===== config.mk =====
export PLATFORM = sky130hd
export DESIGN_NAME = softmax_sum_acc_flat
export DESIGN_NICKNAME = d
export VERILOG_FILES = /design/src/rtl/softmax_sum_acc_if.sv /design/src/rtl/softmax_sum_acc.sv /design/src/flat_wrapper.sv
export SDC_FILE = /design/constraint.sdc
export NUM_CORES = 1
export LEC_CHECK = 0
export ABC_AREA = 1
export CAP_MARGIN = 20
export CORE_MARGIN = 5
export CORE_UTILIZATION = 55
export CTS_CLUSTER_SIZE = 20
export DETAILED_ROUTE_END_ITERATION = 8
export PLACE_DENSITY = 0.78
export SYNTH_ARGS = -nofsm -noshare
export SYNTH_HDL_FRONTEND = slang
export SYNTH_SLANG_ARGS = --single-unit

===== constraint.sdc =====
create_clock -name clk -period 34.3 [get_ports clk]
set_clock_uncertainty 0.2 [all_clocks]
set_input_delay 6.86 -clock clk [delete_from_list [all_inputs] [get_ports clk]]
set_output_delay 6.86 -clock clk [all_outputs]
set_load 0.02 [all_outputs]

===== src/rtl/softmax_sum_acc_if.sv =====
`default_nettype none
// ============================================================================
// Module      : softmax_sum_acc_if
// Description : Start/stream/result bundle for the softmax denominator adder.
// Revision    : 1.0 - initial release
// ============================================================================
interface softmax_sum_acc_if #(
    parameter int EXP_SIZE      = 8,
    parameter int MANTISSA_SIZE = 7,
    parameter int LEN_W         = 8
);
    localparam int c_DW = 1 + EXP_SIZE + MANTISSA_SIZE;

    logic              start;
    logic [LEN_W-1:0]  len;
    logic              in_valid;
    logic [c_DW-1:0]   in_data;
    logic              in_ready;
    logic              out_valid;
    logic              out_ready;
    logic [c_DW-1:0]   out_sum;
    logic              busy;
    logic              ovf;

    modport master (
        output start, len, in_valid, in_data, out_ready,
        input  in_ready, out_valid, out_sum, busy, ovf
    );

    modport slave (
        input  start, len, in_valid, in_data, out_ready,
        output in_ready, out_valid, out_sum, busy, ovf
    );
endinterface
`default_nettype wire


===== src/rtl/softmax_sum_acc.sv =====
`default_nettype none
// ============================================================================
// Module      : softmax_sum_acc
// Description : Streams exponentiated softmax terms and accumulates their sum.
// Revision    : 1.0 - initial release
// ============================================================================
module softmax_sum_acc #(
    parameter int EXP_SIZE      = 8,
    parameter int MANTISSA_SIZE = 7,
    parameter int LEN_W         = 8
) (
    input  logic             clk,
    input  logic             rst,
    softmax_sum_acc_if.slave bus
);
    localparam int c_DW = 1 + EXP_SIZE + MANTISSA_SIZE;
    localparam int c_W  = MANTISSA_SIZE + 4;
    localparam int c_XW = EXP_SIZE + 2;

    localparam logic [EXP_SIZE-1:0] c_EMAX     = '1;
    localparam logic [EXP_SIZE-1:0] c_EWIN     = EXP_SIZE'(c_W);
    localparam logic [c_XW-1:0]     c_XONE     = c_XW'(1);
    localparam logic [c_XW-1:0]     c_XMAX     = {2'b00, c_EMAX};
    localparam logic [LEN_W-1:0]    c_LONE     = LEN_W'(1);
    localparam logic                c_MODE_ADD = 1'b1;

    localparam logic [1:0] c_IDLE  = 2'd0;
    localparam logic [1:0] c_ACCUM = 2'd1;
    localparam logic [1:0] c_DONE  = 2'd2;

    // Single-cycle adder: hidden bit plus guard/round/sticky, round-to-nearest-even,
    // subnormals flushed to zero, results past the top exponent saturate to infinity.
    function automatic logic [c_DW-1:0] fp_add(
        input logic [c_DW-1:0] a,
        input logic [c_DW-1:0] b,
        input logic            mode
    );
        logic [c_DW-1:0]          bb;
        logic [c_DW-1:0]          big;
        logic [c_DW-1:0]          sml;
        logic [EXP_SIZE-1:0]      e_a;
        logic [EXP_SIZE-1:0]      e_b;
        logic [EXP_SIZE-1:0]      e_diff;
        logic [c_W-1:0]           m_big;
        logic [c_W-1:0]           m_sml;
        logic [c_W-1:0]           m_shf;
        logic [c_W-1:0]           m_norm;
        logic [c_W:0]             m_sum;
        logic [c_XW-1:0]          e_res;
        logic [c_XW-1:0]          lz;
        logic [MANTISSA_SIZE+1:0] m_rnd;
        logic                     sticky;
        logic                     rnd_up;
        logic                     found;

        bb  = {b[c_DW-1] ^ ~mode, b[c_DW-2:0]};
        e_a = a[c_DW-2 -: EXP_SIZE];
        e_b = bb[c_DW-2 -: EXP_SIZE];

        if (e_a == c_EMAX) return a;
        if (e_b == c_EMAX) return bb;
        if (e_a == '0)     return (e_b == '0) ? '0 : bb;
        if (e_b == '0)     return a;

        if (bb[c_DW-2:0] > a[c_DW-2:0]) begin
            big = bb;
            sml = a;
        end else begin
            big = a;
            sml = bb;
        end

        m_big  = {1'b1, big[MANTISSA_SIZE-1:0], 3'b000};
        m_sml  = {1'b1, sml[MANTISSA_SIZE-1:0], 3'b000};
        e_diff = big[c_DW-2 -: EXP_SIZE] - sml[c_DW-2 -: EXP_SIZE];

        if (e_diff >= c_EWIN) begin
            m_shf  = '0;
            sticky = 1'b1;
        end else begin
            m_shf  = m_sml >> e_diff;
            sticky = |(m_sml & ~({c_W{1'b1}} << e_diff));
        end
        m_shf[0] = m_shf[0] | sticky;

        e_res = {2'b00, big[c_DW-2 -: EXP_SIZE]};
        lz    = '0;
        found = 1'b0;

        if (big[c_DW-1] == sml[c_DW-1]) begin
            m_sum = {1'b0, m_big} + {1'b0, m_shf};
            if (m_sum[c_W]) begin
                m_norm = m_sum[c_W:1] | {{(c_W-1){1'b0}}, m_sum[0]};
                e_res  = e_res + c_XONE;
            end else begin
                m_norm = m_sum[c_W-1:0];
            end
        end else begin
            m_sum  = {1'b0, m_big} - {1'b0, m_shf};
            m_norm = m_sum[c_W-1:0];
            if (m_norm == '0) return '0;
            for (int i = c_W - 1; i >= 0; i--) begin
                if (!found) begin
                    if (m_norm[i]) found = 1'b1;
                    else           lz    = lz + c_XONE;
                end
            end
            if (e_res <= lz) return '0;
            m_norm = m_norm << lz;
            e_res  = e_res - lz;
        end

        rnd_up = m_norm[2] & (m_norm[1] | m_norm[0] | m_norm[3]);
        m_rnd  = {1'b0, m_norm[c_W-1:3]} + {{(MANTISSA_SIZE+1){1'b0}}, rnd_up};
        if (m_rnd[MANTISSA_SIZE+1]) begin
            e_res = e_res + c_XONE;
            m_rnd = m_rnd >> 1;
        end

        if (e_res >= c_XMAX) return {big[c_DW-1], c_EMAX, {MANTISSA_SIZE{1'b0}}};
        return {big[c_DW-1], e_res[EXP_SIZE-1:0], m_rnd[MANTISSA_SIZE-1:0]};
    endfunction

    logic [1:0]       r_state;
    logic [1:0]       w_state_nxt;
    logic [LEN_W-1:0] r_len;
    logic [LEN_W-1:0] r_cnt;
    logic [c_DW-1:0]  r_acc;
    logic [c_DW-1:0]  w_acc_nxt;
    logic             r_ovf;
    logic             w_accept;
    logic             w_last;

    assign w_accept  = bus.in_valid && (r_state == c_ACCUM);
    assign w_last    = (r_cnt == r_len - c_LONE);
    // First element of a vector seeds the accumulator without going through the adder.
    assign w_acc_nxt = (r_cnt == '0) ? bus.in_data : fp_add(r_acc, bus.in_data, c_MODE_ADD);

    always_ff @(posedge clk) begin
        if (rst) r_state <= c_IDLE;
        else     r_state <= w_state_nxt;
    end

    always_comb begin
        w_state_nxt = r_state;
        case (r_state)
            c_IDLE: begin
                if (bus.start) w_state_nxt = (bus.len == '0) ? c_DONE : c_ACCUM;
            end
            c_ACCUM: begin
                if (w_accept && w_last) w_state_nxt = c_DONE;
            end
            c_DONE: begin
                if (bus.out_ready) w_state_nxt = c_IDLE;
            end
            default: w_state_nxt = c_IDLE;
        endcase
    end

    always_comb begin
        bus.in_ready  = (r_state == c_ACCUM);
        bus.out_valid = (r_state == c_DONE);
        bus.busy      = (r_state != c_IDLE);
    end

    assign bus.out_sum = r_acc;
    assign bus.ovf     = r_ovf;

    always_ff @(posedge clk) begin
        if (rst) begin
            r_acc <= '0;
            r_cnt <= '0;
            r_len <= '0;
            r_ovf <= 1'b0;
        end else begin
            case (r_state)
                c_IDLE: begin
                    if (bus.start) begin
                        r_len <= bus.len;
                        r_cnt <= '0;
                        r_ovf <= 1'b0;
                        if (bus.len == '0) r_acc <= '0;
                    end
                end
                c_ACCUM: begin
                    if (w_accept) begin
                        r_acc <= w_acc_nxt;
                        r_cnt <= r_cnt + c_LONE;
                        if (w_acc_nxt[c_DW-2 -: EXP_SIZE] == c_EMAX) r_ovf <= 1'b1;
                    end
                end
                default: ;
            endcase
        end
    end
endmodule
`default_nettype wire


===== src/flat_wrapper.sv =====
// flat-port wrapper written by rule: the top's interface ports become plain ports
module softmax_sum_acc_flat 
#(
    parameter int EXP_SIZE      = 8,
    parameter int MANTISSA_SIZE = 7,
    parameter int LEN_W         = 8
)
  (clk, rst, bus_start, bus_len, bus_in_valid, bus_in_data, bus_out_ready, bus_in_ready, bus_out_valid, bus_out_sum, bus_busy, bus_ovf);
  softmax_sum_acc_if #(.EXP_SIZE(EXP_SIZE), .MANTISSA_SIZE(MANTISSA_SIZE), .LEN_W(LEN_W)) bus_i ();
  input  logic clk;
  input  logic rst;
  input wire logic [$bits(bus_i.start)-1:0] bus_start;
  input wire logic [$bits(bus_i.len)-1:0] bus_len;
  input wire logic [$bits(bus_i.in_valid)-1:0] bus_in_valid;
  input wire logic [$bits(bus_i.in_data)-1:0] bus_in_data;
  input wire logic [$bits(bus_i.out_ready)-1:0] bus_out_ready;
  output wire logic [$bits(bus_i.in_ready)-1:0] bus_in_ready;
  output wire logic [$bits(bus_i.out_valid)-1:0] bus_out_valid;
  output wire logic [$bits(bus_i.out_sum)-1:0] bus_out_sum;
  output wire logic [$bits(bus_i.busy)-1:0] bus_busy;
  output wire logic [$bits(bus_i.ovf)-1:0] bus_ovf;
  assign bus_i.start = bus_start;
  assign bus_i.len = bus_len;
  assign bus_i.in_valid = bus_in_valid;
  assign bus_i.in_data = bus_in_data;
  assign bus_i.out_ready = bus_out_ready;
  assign bus_in_ready = bus_i.in_ready;
  assign bus_out_valid = bus_i.out_valid;
  assign bus_out_sum = bus_i.out_sum;
  assign bus_busy = bus_i.busy;
  assign bus_ovf = bus_i.ovf;
  softmax_sum_acc #(.EXP_SIZE(EXP_SIZE), .MANTISSA_SIZE(MANTISSA_SIZE), .LEN_W(LEN_W)) u_core (.clk(clk), .rst(rst), .bus(bus_i));
endmodule

==> flow_summary.rst, run 1 <==
.. list-table::
   :header-rows: 1

   * - Metric
     - Value
   * - Hold Fails Final Rpt
     - 0
   * - Total detailed-routing wirelength
     - 24000 µm
   * - Count of buffer and inverter cells on the critical path
     - 13
   * - Clock root cell
     - sky130_fd_sc_hd__clkbuf_16
   * - Largest buffer count on any clock path
     - 2
   * - Share of the yosys chip area belonging to registers
     - 8.77%
   * - Upper clock frequency limit
     - 45.8 MHz
   * - Number of clock buffers inserted by TritonCTS
     - 5
   * - Synth Warn #
     - 0
   * - Width of the die
     - 131 µm
   * - Share of the clock period used by the worst path
     - 63.6%
   * - Largest net degree at the start of global routing
     - 42
   * - Clock-pin slew on the worst setup and hold paths
     - 0.06 ns
   * - Count of filler cells inserted in the layout
     - 1488
   * - Family with the most delay on the worst path
     - simple AND/OR/NAND/NOR gates
   * - Req. time, crit path
     - 34.33 ns
   * - TritonCTS clock tree
     - built
   * - Final setup TNS
     - 0 ns
   * - Die boundary height
     - 131 µm
   * - Cell type with the highest occurrence count on the critical path
     - sky130_fd_sc_hd__nand2_1
   * - Met1 track demand over resource in global routing
     - 37.8%
   * - # rows
     - 44
   * - Global-route wire length before repair
     - 39400 µm
   * - Residual overflow from global routing
     - 0
   * - Total I/O pin count
     - 49
   * - Placed cell areas
     - 8570 µm²
   * - Total clock sinks
     - 35
   * - Hold path startpoint
     - u_core.bus.ovf
   * - Power Density
     - 41.5 nW/µm²
   * - Path depth of the worst reg2reg path
     - 95
   * - Static Leak
     - 0.00445 µW
   * - Met3 track demand over resource
     - 1.99%
   * - Count of inserted antenna diode cells
     - 0
   * - Via count
     - 9408
   * - Count of H-tree levels built during CTS
     - 2
   * - Global placement routability congestion
     - 1.07
   * - Routed wirelength normalized by instance count
     - 14.4 µm
   * - Combined flip-flop and latch cell area
     - 701 µm²
   * - Largest cells by area after synthesis
     - sky130_fd_sc_hd__nand2_1, sky130_fd_sc_hd__inv_1, sky130_fd_sc_hd__dfxtp_1, sky130_fd_sc_hd__ha_1, sky130_fd_sc_hd__nand3_1
   * - Placed instance count
     - 1658
   * - Crit start category
     - input port
   * - Measured slew at the worst slew-check pin
     - 0.884 ns
   * - Commonest cells after routing, fill and taps aside
     - sky130_fd_sc_hd__nand2_1, sky130_fd_sc_hd__inv_1, sky130_fd_sc_hd__nand3_1, sky130_fd_sc_hd__nor2_1, sky130_fd_sc_hd__a21oi_1
   * - Total of max-cap violations
     - 0
   * - Data arrival, critical path
     - 21.85 ns
   * - Area Growth Syn to Fin
     - 9.10%
   * - Worst Setup End Kind
     - register
   * - First-pass iteration count of the detailed router
     - 6
   * - Hold-fix buffers at CTS
     - 0
   * - Synthesized instance count
     - 1456
   * - Register-to-register setup slack
     - 18.91 ns
   * - Synth top area share
     - 19.1%
   * - Core ar.
     - 14400 µm²
   * - Peak fanout along the critical path
     - 41
   * - Critical path's largest stage delay
     - 0.53 ns
   * - Multi-input logic area
     - 6260 µm²
   * - Beginning of the worst register-to-register path
     - u_core.bus.out_sum[7]
   * - Via-per-instance ratio
     - 5.65
   * - Critical path's slowest cell
     - sky130_fd_sc_hd__ha_1
   * - Post-synthesis sequential element count
     - 35
   * - DIE AREA
     - 17000 µm²
   * - Most common library cell in the layout ignoring fill and taps
     - sky130_fd_sc_hd__nand2_1
   * - HPWL after DPL
     - 19700 µm
   * - Final period demand of the worst path
     - 21.82 ns
   * - Share of final-layout standard cells stronger than drive strength 1
     - 7.22%
   * - Total number of nets in the final design
     - 1566
   * - Starting Density
     - 55.6%
   * - Antenna viol nets, final
     - 0
   * - Worst vdd ir
     - 0.0000198 V
   * - Result of the run
     - completed
   * - Non-filler instance count after layout
     - 1666
   * - Distinct cell type count after synthesis
     - 63
   * - Global router's overall resource usage
     - 27.9%
   * - Overall power consumption
     - 362 µW
   * - RSZ-0062 raised after global routing
     - false
   * - Number of cells traversed by the worst hold path
     - 2
   * - Met2 routing resource usage after global routing
     - 47.7%
   * - Normalized max-slew margin
     - 40.4%
   * - Synth Flop Type
     - sky130_fd_sc_hd__dfxtp_1
   * - Area leader, netlist
     - sky130_fd_sc_hd__nand2_1
   * - Number of enable-type register cells in the synthesized netlist
     - 0
   * - Buffers inserted by post-CTS timing repair
     - 0
   * - Share of flip-flops with an asynchronous set or reset after synthesis
     - 0%
   * - Crit Reg-Reg Endpoint
     - u_core.bus.ovf
   * - Sink of the worst hold path
     - u_core.bus.ovf
   * - Clock latency at the later pin of the worst-skew pair
     - 0.28 ns
   * - Vias in the first global route
     - 8268
   * - Total standard cell area after synthesis
     - 7990 µm²
   * - Mean post-synth cell area
     - 5.49 µm²
   * - GRT busiest layer
     - met2
   * - Category of the most critical setup path
     - input port to register
   * - Final setup fails
     - 0
   * - IO buf count
     - 48
   * - Post-layout instance area
     - 8720 µm²
   * - Pins Over Slew Limit
     - 0
   * - Number of gates resized after CTS
     - 0
   * - Antenna violations before repair
     - 0
   * - Remaining DRCs
     - 0
   * - Number of DRC markers in iteration 0
     - 819
   * - Type of the most critical hold path
     - register to register
[synthesized netlist by cell type, types with 8 or more instances]
master and number:
sky130_fd_sc_hd__a21oi_1 98, sky130_fd_sc_hd__clkbuf_1 25, sky130_fd_sc_hd__dfxtp_1 35, sky130_fd_sc_hd__ha_1 54, sky130_fd_sc_hd__inv_1 211, sky130_fd_sc_hd__inv_2 19, sky130_fd_sc_hd__nand2_1 407, sky130_fd_sc_hd__nand2_2 23
sky130_fd_sc_hd__nand3_1 124, sky130_fd_sc_hd__nand3_2 9, sky130_fd_sc_hd__nand4_1 36, sky130_fd_sc_hd__nor2_1 121, sky130_fd_sc_hd__nor2_2 10, sky130_fd_sc_hd__nor3_1 22, sky130_fd_sc_hd__nor4_1 10, sky130_fd_sc_hd__o21ai_0 92
sky130_fd_sc_hd__o21ai_1 9, sky130_fd_sc_hd__o21bai_1 8, sky130_fd_sc_hd__o31ai_1 10, sky130_fd_sc_hd__xnor2_1 12, sky130_fd_sc_hd__xor2_1 23
[cells by family after synthesis]
group | Yosys count | synth area share [%]
buffers and inverters | 266 | 13.0
other | 1 | 0.0469
and+or+nand+nor | 798 | 46.1
DFF | 35 | 8.77
xor gates and xnor gates | 38 | 4.45
AOI/OAI and AO/OA | 262 | 18.7
adders and majority gates | 56 | 8.96
[how the worst max path moves through the flow]
stage / end / startpoint / depth (start not counted)
after CTS: u_core.bus.ovf / bus_in_data[7] / 97
after global placement: u_core.bus.ovf / bus_in_data[7] / 97
after floorplan: u_core.bus.ovf / bus_in_data[10] / 96
after detailed placement: u_core.bus.ovf / bus_in_data[7] / 97
final: u_core.bus.ovf / bus_in_data[7] / 95
after global routing: u_core.bus.ovf / bus_in_data[13] / 99
[per-stage QoR]
stage / util [%] / hold slack, ns / setup WS, ns
after global placement: 59.6 / 0.270 / 12.77
after global routing: 60.7 / 0.314 / 10.98
after CTS: 60.7 / 0.287 / 12.64
final: 60.7 / 0.281 / 12.48
after floorplan: - / 0.248 / 15.06
after detailed placement: 59.6 / 0.275 / 12.37
[power by group]
group | total (µW) | internal (µW) | switching (µW) | leakage (µW)
Sequential | 48.0 | 43.6 | 4.32 | 0.000286
Clock | 47.3 | 27.2 | 20.1 | 0.0000664
Combinational | 266 | 87.3 | 179 | 0.00410
Total | 362 | 158 | 204 | 0.00445
[sequential cells by signal, indices dropped and copies added, names as in the netlist]
signal and cells:
u_core.bus.out_sum 16, u_core.bus.ovf 1, u_core.r_cnt 8, u_core.r_len 8
u_core.r_state 2
[final cells by class]
type,instances,area share [%]
Clock buffer,5,1.44
Clock inverter,3,0.273
Inverter,232,9.99
Sequential cell,35,8.04
Multi-Input combinational cell,1156,71.8
Timing Repair Buffer,51,5.77
Tap cell,184,2.64
[worst min-delay path: stages, from the launching register on]
cell	delay, ns
sky130_fd_sc_hd__dfxtp_1	0.32
sky130_fd_sc_hd__nand2_1	0.07
sky130_fd_sc_hd__nand2_1	0.05
[metal layers]
metal  vias up  wire, µm
met5         -         0
met4         0       649
met3        59      1430
met2       356     11000
met1      4191     11000
li1       4802         -
Note: power is estimated with default switching activity, not from simulation.
==> run 2, diff against run 1 <==
clock period = 22.7 ns   (was 34.3 ns; I/O delays follow)
==> run 2 against run 1 <==
Compared with the run above:
- total power grew 51%
- clock power is 51% higher
- combinational power rose by 52%
- routed wire length is 0.76% higher
- worst hold slack worse by 0.0020 ns
- critical path depth increased by 2
- final cell count unchanged
- via count increased by 0.62%
- final area is the same
- register-to-register slack lost 12 ns
- critical path type unchanged
- critical endpoint unchanged
==> flow_summary.rst, run 2 (synthesis gave the netlist of run 1 again) <==
.. list-table::
   :header-rows: 1

   * - Metric
     - Value
   * - DIE AREA
     - 17000 µm²
   * - Measured slew at the worst slew-check pin
     - 0.860 ns
   * - First-pass iteration count of the detailed router
     - 8
   * - Static Leak
     - 0.00445 µW
   * - Hold-fix buffers at CTS
     - 0
   * - RSZ-0062 raised after global routing
     - false
   * - Number of DRC markers in iteration 0
     - 887
   * - Largest buffer count on any clock path
     - 2
   * - Path depth of the worst reg2reg path
     - 97
   * - Clock root cell
     - sky130_fd_sc_hd__clkbuf_16
   * - Width of the die
     - 131 µm
   * - Number of cells traversed by the worst hold path
     - 2
   * - Net switching share of the total power
     - 56.3%
   * - Cell type with the highest occurrence count on the critical path
     - sky130_fd_sc_hd__nand2_1
   * - Count of H-tree levels built during CTS
     - 2
   * - Pins Over Slew Limit
     - 0
   * - Count of inserted antenna diode cells
     - 0
   * - Area Growth Syn to Fin
     - 9.10%
   * - Antenna violations before repair
     - 0
   * - Data arrival, critical path
     - 19.55 ns
   * - Crit start category
     - input port
   * - Vias in the first global route
     - 8242
   * - IO buf count
     - 48
   * - Worst Setup End Kind
     - register
   * - Crit Reg-Reg Endpoint
     - u_core.bus.ovf
   * - Hold Fails Final Rpt
     - 0
   * - Result of the run
     - completed
   * - Hold path startpoint
     - u_core.bus.ovf
   * - Total detailed-routing wirelength
     - 24200 µm
   * - Sequential group share of total power
     - 13.2%
   * - Number of gates resized after CTS
     - 0
   * - Category of the most critical setup path
     - input port to register
   * - Placed instance count
     - 1658
   * - GRT busiest layer
     - met2
   * - Register-to-register setup slack
     - 7.31 ns
   * - Total number of nets in the final design
     - 1566
   * - Type of the most critical hold path
     - register to register
   * - Clock-pin slew on the worst setup and hold paths
     - 0.06 ns
   * - Final setup TNS
     - 0 ns
   * - Total clock sinks
     - 35
   * - HPWL after DPL
     - 19800 µm
   * - Antenna viol nets, final
     - 0
   * - Total I/O pin count
     - 49
   * - Via-per-instance ratio
     - 5.68
   * - Core ar.
     - 14400 µm²
   * - Beginning of the worst register-to-register path
     - u_core.bus.out_sum[7]
   * - Most common library cell in the layout ignoring fill and taps
     - sky130_fd_sc_hd__nand2_1
   * - Power Density
     - 62.7 nW/µm²
   * - Normalized max-slew margin
     - 42.1%
   * - Int Power
     - 239 µW
   * - # rows
     - 44
   * - Count of filler cells inserted in the layout
     - 1479
   * - Sink of the worst hold path
     - u_core.bus.ovf
   * - Non-filler instance count after layout
     - 1666
   * - Remaining DRCs
     - 0
   * - Clock latency at the later pin of the worst-skew pair
     - 0.29 ns
   * - Final period demand of the worst path
     - 19.52 ns
   * - Number of clock buffers inserted by TritonCTS
     - 5
   * - Via count
     - 9466
   * - Worst path setup slack after routing
     - 3.18 ns
   * - Met3 track demand over resource
     - 2.32%
   * - Power dissipated by switching net loads
     - 308 µW
   * - Combinational share of power
     - 73.7%
   * - Critical path's largest stage delay
     - 0.53 ns
   * - Pre-CTS WS
     - 2.99 ns
   * - Peak fanout along the critical path
     - 41
   * - Clock network fraction of total power
     - 13.1%
   * - Met1 track demand over resource in global routing
     - 38.6%
   * - Share of the clock period used by the worst path
     - 86.0%
   * - Worst vdd ir
     - 0.0000319 V
   * - Routed wirelength normalized by instance count
     - 14.5 µm
   * - Global router's overall resource usage
     - 28.2%
   * - Die boundary height
     - 131 µm
   * - Final setup fails
     - 0
   * - Global placement routability congestion
     - 1.07
   * - Total of max-cap violations
     - 0
   * - Global-route wire length before repair
     - 39700 µm
   * - Req. time, crit path
     - 22.73 ns
   * - Critical path's slowest cell
     - sky130_fd_sc_hd__clkdlybuf4s50_1
   * - Starting Density
     - 55.6%
   * - Largest net degree at the start of global routing
     - 42
   * - Flip-flop count of the largest register after layout
     - 16
   * - Commonest cells after routing, fill and taps aside
     - sky130_fd_sc_hd__nand2_1, sky130_fd_sc_hd__inv_1, sky130_fd_sc_hd__nand3_1, sky130_fd_sc_hd__nor2_1, sky130_fd_sc_hd__a21oi_1
   * - Met2 routing resource usage after global routing
     - 47.3%
   * - Buffers inserted by post-CTS timing repair
     - 0
   * - Upper clock frequency limit
     - 51.2 MHz
   * - Residual overflow from global routing
     - 0
   * - Share of final-layout standard cells stronger than drive strength 1
     - 7.22%
   * - TritonCTS clock tree
     - built
## run 2: routing by layer
metal / part of all wire [%] / vias to the layer above
met1: 44 / 4171
met2: 46 / 410
met3: 7.0 / 60
met5: 0 / -
met4: 2.8 / 0
li1: - / 4825
## run 2: area by class of cell
cell class / count / area (µm²) / share of cell area, %
Clock buffer: 5 / 125 / 1.44
Inverter: 232 / 871 / 9.99
Clock inverter: 3 / 23.8 / 0.273
Timing Repair Buffer: 51 / 503 / 5.77
Sequential cell: 35 / 701 / 8.04
Multi-Input combinational cell: 1156 / 6260 / 71.8
Tap cell: 184 / 230 / 2.64
## run 2: worst max-delay path by stage
stage,end,slack [ns],from
final,u_core.bus.ovf,3.18,bus_in_data[7]
after global routing,u_core.bus.ovf,1.68,bus_in_data[7]
after CTS,u_core.bus.ovf,3.25,bus_in_data[7]
after detailed placement,u_core.bus.ovf,2.99,bus_in_data[7]
after global placement,u_core.bus.ovf,3.48,bus_in_data[7]
after floorplan,u_core.bus.ovf,5.78,bus_in_data[10]
## run 2: worst max-delay path, delay by kind of cell
family	cells	cell delay, ns
AO/OA/AOI/OAI	10	1.83
adder cells (fa/ha/maj)	13	3.92
buffers and inverters	13	1.60
AND/OR/NAND/NOR	61	7.62
## run 2: power groups by stage
stage	Combinational, µW	Sequential [µW]	Clock (µW)
global placement	392	73.6	0
finish	403	72.4	71.4
detailed placement	394	73.4	0
CTS	396	72.2	71.4
global route	454	72.9	74.6
floorplan	306	74.1	0
## run 2: stage by stage
| step | total power [µW] | area (µm²) | utilization [%] | hold WS (ns) |
|---|---|---|---|---|
| after floorplan | 380 | 7990 | - | 0.248 |
| after global placement | 466 | 8570 | 59.6 | 0.270 |
| after detailed placement | 467 | 8570 | 59.6 | 0.272 |
| after CTS | 540 | 8720 | 60.7 | 0.284 |
| after global routing | 601 | 8720 | 60.7 | 0.310 |
| final | 547 | 8720 | 60.7 | 0.279 |
==> run 3, diff against run 2 <==
REMOVE_ABC_BUFFERS = 1   (was default)
clock period = 20.9 ns   (was 22.7 ns; I/O delays follow)
==> run 3 against run 2 <==
Compared with the run above:
- worst setup slack got worse by 1.6 ns
- highest routed layer unchanged
- largest cell class unchanged
- final cell count unchanged
- total power increased by 11%
- non-clock buffer count unchanged
==> flow_summary.rst, run 3 (synthesis gave the netlist of run 1 again) <==
.. list-table::
   :header-rows: 1

   * - Metric
     - Value
   * - First-pass iteration count of the detailed router
     - 6
   * - Path depth of the worst reg2reg path
     - 97
   * - Upper clock frequency limit
     - 51.9 MHz
   * - Count of H-tree levels built during CTS
     - 2
   * - Data arrival, critical path
     - 19.31 ns
   * - Critical path's slowest cell
     - sky130_fd_sc_hd__ha_1
   * - Number of gates resized after CTS
     - 0
   * - HPWL after DPL
     - 20000 µm
   * - Peak fanout along the critical path
     - 41
   * - Power Density
     - 69.4 nW/µm²
   * - Global-route wire length before repair
     - 41000 µm
   * - End of the critical path
     - u_core.bus.ovf
   * - Antenna viol nets, final
     - 0
   * - Result of the run
     - completed
   * - Req. time, crit path
     - 20.92 ns
   * - Share of final-layout standard cells stronger than drive strength 1
     - 7.22%
   * - Global placement routability congestion
     - 1.01
   * - Core ar.
     - 14400 µm²
   * - Largest buffer count on any clock path
     - 2
   * - Net switching share of the total power
     - 55.3%
   * - Category of the most critical setup path
     - input port to register
   * - Hold Fails Final Rpt
     - 0
   * - Vias in the first global route
     - 8776
   * - Clock-pin slew on the worst setup and hold paths
     - 0.05 ns
   * - Commonest cells after routing, fill and taps aside
     - sky130_fd_sc_hd__nand2_1, sky130_fd_sc_hd__inv_1, sky130_fd_sc_hd__nand3_1, sky130_fd_sc_hd__nor2_1, sky130_fd_sc_hd__a21oi_1
   * - Crit start category
     - input port
   * - Width of the die
     - 131 µm
   * - Beginning of the worst register-to-register path
     - u_core.bus.out_sum[7]
   * - Total detailed-routing wirelength
     - 24500 µm
   * - Critical path's largest stage delay
     - 0.52 ns
   * - Number of DRC markers in iteration 0
     - 766
   * - Clock latency at the later pin of the worst-skew pair
     - 0.28 ns
   * - Total I/O pin count
     - 49
   * - Die boundary height
     - 131 µm
   * - Type of the most critical hold path
     - register to register
   * - Depth of the critical timing path with buffers and inverters included
     - 97
   * - Final setup fails
     - 0
   * - Via count
     - 9436
   * - Pins Over Slew Limit
     - 0
   * - Antenna violations before repair
     - 0
   * - Remaining DRCs
     - 0
   * - Clock root cell
     - sky130_fd_sc_hd__clkbuf_16
   * - Share of the clock period used by the worst path
     - 92.3%
   * - Global router's overall resource usage
     - 28.8%
   * - Total of max-cap violations
     - 0
   * - Residual overflow from global routing
     - 0
   * - IO buf count
     - 48
   * - Int Power
     - 271 µW
   * - Family with the most delay on the worst path
     - simple AND/OR/NAND/NOR gates
   * - Total clock sinks
     - 35
   * - # rows
     - 44
   * - Final period demand of the worst path
     - 19.29 ns
   * - Via-per-instance ratio
     - 5.66
   * - DIE AREA
     - 17000 µm²
   * - Sequential group share of total power
     - 12.9%
   * - Normalized max-slew margin
     - 47.0%
   * - Combinational share of power
     - 72.8%
   * - Count of buffer and inverter cells on the critical path
     - 13
   * - Worst Setup End Kind
     - register
   * - Power dissipated by switching net loads
     - 336 µW
   * - Count of inserted antenna diode cells
     - 0
   * - Post-Route Hold Slack
     - 0.270 ns
   * - Final setup TNS
     - 0 ns
   * - Total number of nets in the final design
     - 1566
   * - Static Leak
     - 0.00447 µW
   * - Crit Reg-Reg Endpoint
     - u_core.bus.ovf
   * - Worst setup path startpoint
     - bus_in_data[7]
   * - Measured slew at the worst slew-check pin
     - 0.792 ns
   * - Most common library cell in the layout ignoring fill and taps
     - sky130_fd_sc_hd__nand2_1
   * - Starting Density
     - 55.6%
   * - Flip-flop count of the largest register after layout
     - 16
   * - Area Growth Syn to Fin
     - 9.35%
   * - Cell type with the highest occurrence count on the critical path
     - sky130_fd_sc_hd__nand2_1
   * - Largest net degree at the start of global routing
     - 42
   * - Register-to-register setup slack
     - 5.43 ns
   * - Worst vdd ir
     - 0.0000446 V
   * - Number of clock buffers inserted by TritonCTS
     - 5
   * - Routed wirelength normalized by instance count
     - 14.7 µm
   * - Hold-fix buffers at CTS
     - 0
   * - RSZ-0062 raised after global routing
     - false
   * - Clock network fraction of total power
     - 14.3%
   * - Buffers inserted by post-CTS timing repair
     - 0
   * - TritonCTS clock tree
     - built
## run 3: changes by cell type in the layout (fill, tap and decap cells not counted), sizes merged
cell / previous run / this run
bufinv: 0 / 1
clkinv: 2 / 4
clkinvlp: 2 / 0
inv: 231 / 230
## run 3: worst min-delay path by stage
stage | startpoint | slack, ns | to | depth (start not counted)
2_1_floorplan | u_core.r_len[1] | 0.25 | u_core.r_len[1] | 2
3_3_place_gp | u_core.bus.ovf | 0.25 | u_core.bus.ovf | 2
3_5_place_dp | u_core.bus.ovf | 0.25 | u_core.bus.ovf | 2
4_1_cts | u_core.bus.ovf | 0.27 | u_core.bus.ovf | 2
5_1_grt | u_core.bus.ovf | 0.29 | u_core.bus.ovf | 2
6_report | u_core.bus.ovf | 0.27 | u_core.bus.ovf | 2
## run 3: area by class of cell
type,instances,area (µm²)
timing repair buffer,51,503
sequential,35,701
inverter,232,871
clock inverter,3,43.8
multi-input combinational,1156,6260
fill,1471,5630
clock buffer,5,125
tap,184,230
## run 3: tightest hold or removal path: cells and delay by family, from the launching register on
kind	cells	cell delay [ns]
and+or+nand+nor	2	0.12
DFF	1	0.31
## run 3: routing by layer
metal / share of wire (%) / wire (µm) / track usage, %
met1: 44 / 10700 / 37.1
met4: 2.8 / 687 / 9.07
met5: 0 / 0 / 0
met3: 7.0 / 1720 / 4.67
met2: 47 / 11400 / 49.1
## run 3: power groups by stage
stage | Sequential [µW] | Clock [µW] | Combinational (µW)
floorplan | 80.5 | 0 | 324
global placement | 79.3 | 0 | 429
detailed placement | 79.3 | 0 | 431
CTS | 77.9 | 86.5 | 434
global route | 78.8 | 89.2 | 498
finish | 78.1 | 86.9 | 441
## run 3: per-stage QoR
step                setup slack (ns)  total power (µW)  util (%)  instance area (µm²)  instances
floorplan                       4.00               405         -                 7830       1423
global route                  0.0864               666      60.8                 8740       1666
global placement                1.85               508      59.6                 8560       1657
finish                          1.61               607      60.8                 8740       1666
CTS                             1.74               598      60.8                 8740       1666
detailed placement              1.46               511      59.6                 8570       1658
